<file path="config.mk">
export PLATFORM = sky130hd
export DESIGN_NAME = uart_rx_fifo_flat
export DESIGN_NICKNAME = d
export VERILOG_FILES = /design/src/rtl/uart_rx_fifo_if.sv /design/src/rtl/uart_rx_fifo.sv /design/src/flat_wrapper.sv
export SDC_FILE = /design/constraint.sdc
export NUM_CORES = 1
export LEC_CHECK = 0
export ABC_AREA = 1
export CAP_MARGIN = 20
export CELL_PAD_IN_SITES_DETAIL_PLACEMENT = 0
export CELL_PAD_IN_SITES_GLOBAL_PLACEMENT = 1
export CORE_MARGIN = 1
export CORE_UTILIZATION = 44
export CTS_BUF_LIST = sky130_fd_sc_hd__clkbuf_8
export DETAILED_ROUTE_END_ITERATION = 10
export GPL_TIMING_DRIVEN = 0
export PLACE_DENSITY_LB_ADDON = 0.1
export SYNTH_ARGS = -nofsm -noshare
export SYNTH_HDL_FRONTEND = slang
export SYNTH_SLANG_ARGS = --single-unit
export TNS_END_PERCENT = 30
</file>
<file path="constraint.sdc">
create_clock -name clk -period 2.7 [get_ports clk]
set_input_delay 0.81 -clock clk [delete_from_list [all_inputs] [get_ports clk]]
set_output_delay 0.81 -clock clk [all_outputs]
set_load 0.02 [all_outputs]
</file>
<file path="src/rtl/uart_rx_fifo_if.sv">
// uart_rx_fifo_if: serial line, pop strobe and FIFO/status outputs of the UART receive front end.
interface uart_rx_fifo_if;
    logic       rx;
    logic       rd;
    logic [7:0] drec;
    logic       avail;
    logic       full;
    logic       ferr;
    logic       ovr;
    modport master(output rx, rd, input drec, avail, full, ferr, ovr);
    modport slave(input rx, rd, output drec, avail, full, ferr, ovr);
endinterface

</file>
<file path="src/rtl/uart_rx_fifo.sv">
// uart_rx_fifo: 8N1 UART receiver with 16x oversampling feeding a small first-word fall-through FIFO.
module uart_rx_fifo #(
    parameter int clk_freq   = 50000000,
    parameter int baud       = 115200,
    parameter int depth_log2 = 2
) (
    input  logic         clk,
    input  logic         rst,
    uart_rx_fifo_if.slave bus
);
    localparam int div   = clk_freq / (baud * 16);
    localparam int dw    = $clog2(div);
    localparam int depth = 1 << depth_log2;
    localparam int cw    = depth_log2 + 1;

    if (div < 2) begin : g_div_check
        $error("uart_rx_fifo: clk_freq/(baud*16) must be at least 2");
    end

    typedef enum logic [2:0] {IDLE, START, DATA, STOP, WAIT} state_t;

    state_t               state, state_n;
    logic [1:0]           sync;
    logic                 rxs;
    logic [dw-1:0]        tcnt;
    logic                 tick;
    logic [3:0]           sc, sc_n;
    logic [2:0]           bi, bi_n;
    logic [7:0]           sh, sh_n;
    logic                 push, ferr_n;
    logic [7:0]           mem [depth];
    logic [depth_log2-1:0] rp, wp;
    logic [cw-1:0]        cnt;
    logic                 do_pop, do_push;

    assign rxs  = sync[1];
    assign tick = tcnt == dw'(div - 1);

    always_ff @(posedge clk or negedge rst) begin
        if (!rst) begin
            sync  <= 2'b11;
            tcnt  <= '0;
            state <= IDLE;
            sc    <= '0;
            bi    <= '0;
            sh    <= '0;
        end else begin
            sync  <= {sync[0], bus.rx};
            tcnt  <= tick ? '0 : tcnt + dw'(1);
            state <= state_n;
            sc    <= sc_n;
            bi    <= bi_n;
            sh    <= sh_n;
        end
    end

    // sc counts ticks within a bit; a wrap from 15 marks the next bit center
    always_comb begin
        state_n = state;
        sc_n    = sc;
        bi_n    = bi;
        sh_n    = sh;
        push    = 1'b0;
        ferr_n  = 1'b0;
        case (state)
            IDLE: if (!rxs) begin
                state_n = START;
                sc_n    = '0;
            end
            START: if (tick) begin
                if (sc == 4'd7) begin
                    state_n = rxs ? IDLE : DATA;
                    sc_n    = '0;
                    bi_n    = '0;
                end else begin
                    sc_n = sc + 4'd1;
                end
            end
            DATA: if (tick) begin
                sc_n = sc + 4'd1;
                if (sc == 4'd15) begin
                    sh_n[bi] = rxs;
                    bi_n     = bi + 3'd1;
                    state_n  = bi == 3'd7 ? STOP : DATA;
                end
            end
            STOP: if (tick) begin
                sc_n = sc + 4'd1;
                if (sc == 4'd15) begin
                    push    = rxs;
                    ferr_n  = !rxs;
                    state_n = rxs ? IDLE : WAIT;
                end
            end
            WAIT: if (rxs) state_n = IDLE;
            default: state_n = IDLE;
        endcase
    end

    // a pop frees a slot in the same cycle, so a full FIFO still accepts a simultaneous push
    assign do_pop  = bus.rd && cnt != '0;
    assign do_push = push && (!bus.full || do_pop);

    always_ff @(posedge clk or negedge rst) begin
        if (!rst) begin
            for (int i = 0; i < depth; i++) mem[i] <= '0;
            rp       <= '0;
            wp       <= '0;
            cnt      <= '0;
            bus.ferr <= 1'b0;
            bus.ovr  <= 1'b0;
        end else begin
            if (do_push) begin
                mem[wp] <= sh;
                wp      <= wp + depth_log2'(1);
            end
            if (do_pop) rp <= rp + depth_log2'(1);
            cnt      <= cnt + cw'(do_push) - cw'(do_pop);
            bus.ferr <= ferr_n;
            bus.ovr  <= push && !do_push;
        end
    end

    assign bus.drec  = mem[rp];
    assign bus.avail = cnt != '0;
    assign bus.full  = cnt == cw'(depth);
endmodule
</file>
<file path="src/flat_wrapper.sv">
// flat-port wrapper written by rule: the top's interface ports become plain ports
module uart_rx_fifo_flat 
#(
    parameter int clk_freq   = 50000000,
    parameter int baud       = 115200,
    parameter int depth_log2 = 2
)
  (clk, rst, bus_rx, bus_rd, bus_drec, bus_avail, bus_full, bus_ferr, bus_ovr);
  uart_rx_fifo_if bus_i ();
  input  logic clk;
  input  logic rst;
  input wire logic [$bits(bus_i.rx)-1:0] bus_rx;
  input wire logic [$bits(bus_i.rd)-1:0] bus_rd;
  output wire logic [$bits(bus_i.drec)-1:0] bus_drec;
  output wire logic [$bits(bus_i.avail)-1:0] bus_avail;
  output wire logic [$bits(bus_i.full)-1:0] bus_full;
  output wire logic [$bits(bus_i.ferr)-1:0] bus_ferr;
  output wire logic [$bits(bus_i.ovr)-1:0] bus_ovr;
  assign bus_i.rx = bus_rx;
  assign bus_i.rd = bus_rd;
  assign bus_drec = bus_i.drec;
  assign bus_avail = bus_i.avail;
  assign bus_full = bus_i.full;
  assign bus_ferr = bus_i.ferr;
  assign bus_ovr = bus_i.ovr;
  uart_rx_fifo #(.clk_freq(clk_freq), .baud(baud), .depth_log2(depth_log2)) u_core (.clk(clk), .rst(rst), .bus(bus_i));
endmodule
</file>
==> flow_metrics.tcl <==
set metrics [dict create \
    synth.top_cell.area_share 0.475 \
    rows 31 \
    routed_via_density 4.88 \
    die_w_um 89.5 \
    rsz0062_at_grt "false" \
    core_mm2 0.00733 \
    syn_to_final_growth_pct 14.4 \
    fin_crit_sh 0.955 \
    clk_pin_slew_ns 0.08 \
    routed_wl_um 7120 \
    die_h_um 89.5 \
    maxSlewHeadroom 0.440 \
    ys_seq_area_frac 0.491 \
    vdd_drop_max_v 0.000237 \
    grt_pass1_vias 2567 \
    gp_congestion 0.840 \
    first_pass_iters 4 \
    setup_tns_ns 0 \
    postCtsSetupRepairBufs 0 \
    diodes 0 \
    cts_tree "done" \
    status "finished, final reports clean" \
    post-dp-hpwl_um 4860 \
    cp_cell_sequence "inv_2 -> clkbuf_4 -> nor2_1 -> o22ai_1 -> dlygate4sd2_1" \
    final_cell_mix "nand2_1 (159), dfrtp_1 (63), nor2_1 (42), inv_1 (26), o21ai_0 (18)" \
    yosysTopAreaCell "dfrtp_1" \
    holdBufCountCts 0 \
    crit_family "buffers and inverters" \
    place_area_mm2 0.00364 \
    ioPinCount 16 \
    cp_slowest_cell "dfrtp_2" \
    finalPower_mw 2.75 \
    cpPeakStageDelay_ns 0.49 \
    yosys-top-cells-area "dfrtp_1 (47%), nand2_1 (18%), nor2_1 (4.7%)" \
    synthesis.area_mm2 0.00337 \
    slew_viol_final 0 \
    cp_num_buf_inv 3 \
    syn_avg_cell_area_um2 8.35 \
    cp-start-kind "flip-flop" \
    drt_iter0_drc 139 \
    arrival_ns 1.77 \
    numCtsBuffers 9 \
    drc 0 \
    ys_warn_count 0 \
    antenna_found_initial 0 \
    dr_total_vias 2601 \
    ctsRootBufferMaster "clkbuf_8" \
    portBuffers 15 \
    grt_start_max_net_pins 67 \
    final_common_cell "nand2_1" \
    worstSetupEndpointType "output port" \
    fin_crit_ns 2.58 \
    syn-num-nets 420 \
    path_max_fanout 10 \
    wl_per_cell_um 13.4 \
    hold_violations 0 \
    grt_use_total 0.202 \
    powerDensity_mw_per_mm2 713 \
    setup_viol 0 \
    clock_latency_ns 0.35 \
    cts_max_level 3 \
    cap_violations 0 \
    finalClockSkew_ns 0.0148 \
    path_class "reg -> out" \
    tightest_slew_ns 0.840 \
    whs_ns 0.358 \
    die_area_mm2 0.00802 \
    start_util 0.460 \
    p_leak_nw 1.97 \
    crit_required_ns 1.89 \
    ant_nets 0 \
    ys_types 29 \
    min_path_type "reg -> reg" \
    clock.fmax_mhz 388 \
    grt-ovfl-total 0 \
    finalNetCount 445 \
    synth-seq-cells 66 \
    grt_pass1_wl_um 12100 \
    drive_gt1_frac 0.122 \
    syn_inst 404 \
    clock-sinks 66 \
    final_area_mm2 0.00386 \
    cts_max_path_buffers 2 \
]
-- flip-flops by register name (all words and copies together), names as in the netlist --
name and cells:
u_core.bus.ferr 1, u_core.state 3, u_core.tcnt 5, u_core.bus.ovr 1
u_core.wp 2, u_core.cnt 3, u_core.bi 3, u_core.sync 2
u_core.sc 4, u_core.mem 32, u_core.sh 8, u_core.rp 2
-- per-stage QoR --
step / utilization / setup WS [ns] / instances
after CTS: 0.527 / 0.0748 / 533
after global placement: 0.497 / -1.47 / 518
after detailed placement: 0.497 / -0.304 / 518
after floorplan: - / 0.539 / 404
final: 0.526 / 0.121 / 533
after global routing: 0.526 / 0.0107 / 533
-- Yosys cell counts --
| cell type | n |
|---|---|
| ha_1 | 11 |
| nor2_8 | 1 |
| a31oi_1 | 1 |
| nand4_4 | 2 |
| a21oi_1 | 5 |
| o211a_1 | 1 |
| dfstp_2 | 2 |
| inv_1 | 27 |
| xor2_1 | 5 |
| nand3_4 | 5 |
| o21ai_0 | 18 |
| dfrtp_1 | 64 |
| nand3_1 | 14 |
| nor2_1 | 42 |
| inv_2 | 7 |
| nand3b_1 | 2 |
| clkbuf_1 | 3 |
| o21ai_1 | 4 |
| nand2_4 | 1 |
| buf_2 | 1 |
| nand2_1 | 159 |
| fa_1 | 1 |
| o22ai_1 | 8 |
| nor2_2 | 2 |
| nand2_2 | 1 |
| nor2_4 | 8 |
| nor3_1 | 5 |
| xnor2_1 | 3 |
| nor3_2 | 1 |
-- area by class of cell --
type	count	area (um^2)
Fill cell	717	3470
Sequential cell	66	1660
Multi-Input combinational cell	300	1570
Timing Repair Buffer	15	134
Inverter	34	128
Clock buffer	9	124
Tap cell	99	124
Clock inverter	7	103
Buffer	3	17.5
-- cells by family (layout without fill, tap and decap cells) --
logic type,count (synthesis),count (layout),synth area share
DFF,66,66,0.491
AOI/OAI and AO/OA,37,37,0.0597
adders and majority gates,12,12,0.0468
xor gates and xnor gates,8,8,0.0208
buffers and inverters,38,68,0.0427
and+or+nand+nor,243,243,0.340
-- worst register-to-register path, cell delays in order (launching register included) --
cell and delay [ns]:
dfrtp_1 0.41, inv_1 0.07, ha_1 0.14, nand2_1 0.10, nor2_4 0.24, nand2_4 0.14
nor2_8 0.21, nand2_1 0.09, inv_2 0.06, ha_1 0.16, fa_1 0.42
-- path summary, 6_finish.rpt --
| check | slack [ns] | end | depth (start not counted) | startpoint |
|---|---|---|---|---|
| min reg2reg | 0.36 | u_core.sync[1]$_DFF_PN1_ | 0 | u_core.sync[0]$_DFF_PN1_ |
| min in group asynchronous | 0.57 | u_core.mem[6]$_DFFE_PN0P_ | 1 | rst |
| max in group asynchronous | 1.56 | u_core.rp[0]$_DFFE_PN0P_ | 1 | rst |
| min | 0.36 | u_core.sync[1]$_DFF_PN1_ | 0 | u_core.sync[0]$_DFF_PN1_ |
| max | 0.12 | bus_drec[3] | 5 | u_core.rp[0]$_DFFE_PN0P_ |
| max reg2reg | 0.55 | u_core.cnt[1]$_DFF_PN0_ | 10 | u_core.tcnt[0]$_DFF_PN0_ |
-- routing by layer --
layer / routed length [um] / global-route usage / share of wire
met2: 3400 / 0.347 / 0.48
met5: 0 / 0 / 0
met1: 3390 / 0.254 / 0.48
met3: 232 / 0.0406 / 0.033
met4: 100 / 0.0693 / 0.014
-- power by group --
part / switching (mW) / internal [mW]
clock network: 0.426 / 0.528
logic: 0.442 / 0.255
registers: 0.0668 / 1.03
-- timing repair --
action / CTS / global route
gates cloned: 0 / 0
endpoints found under the setup margin: 8 / 1
pin swaps: 0 / 0
gates resized for setup: 13 / 2
Note: power is estimated with default switching activity, not from simulation.
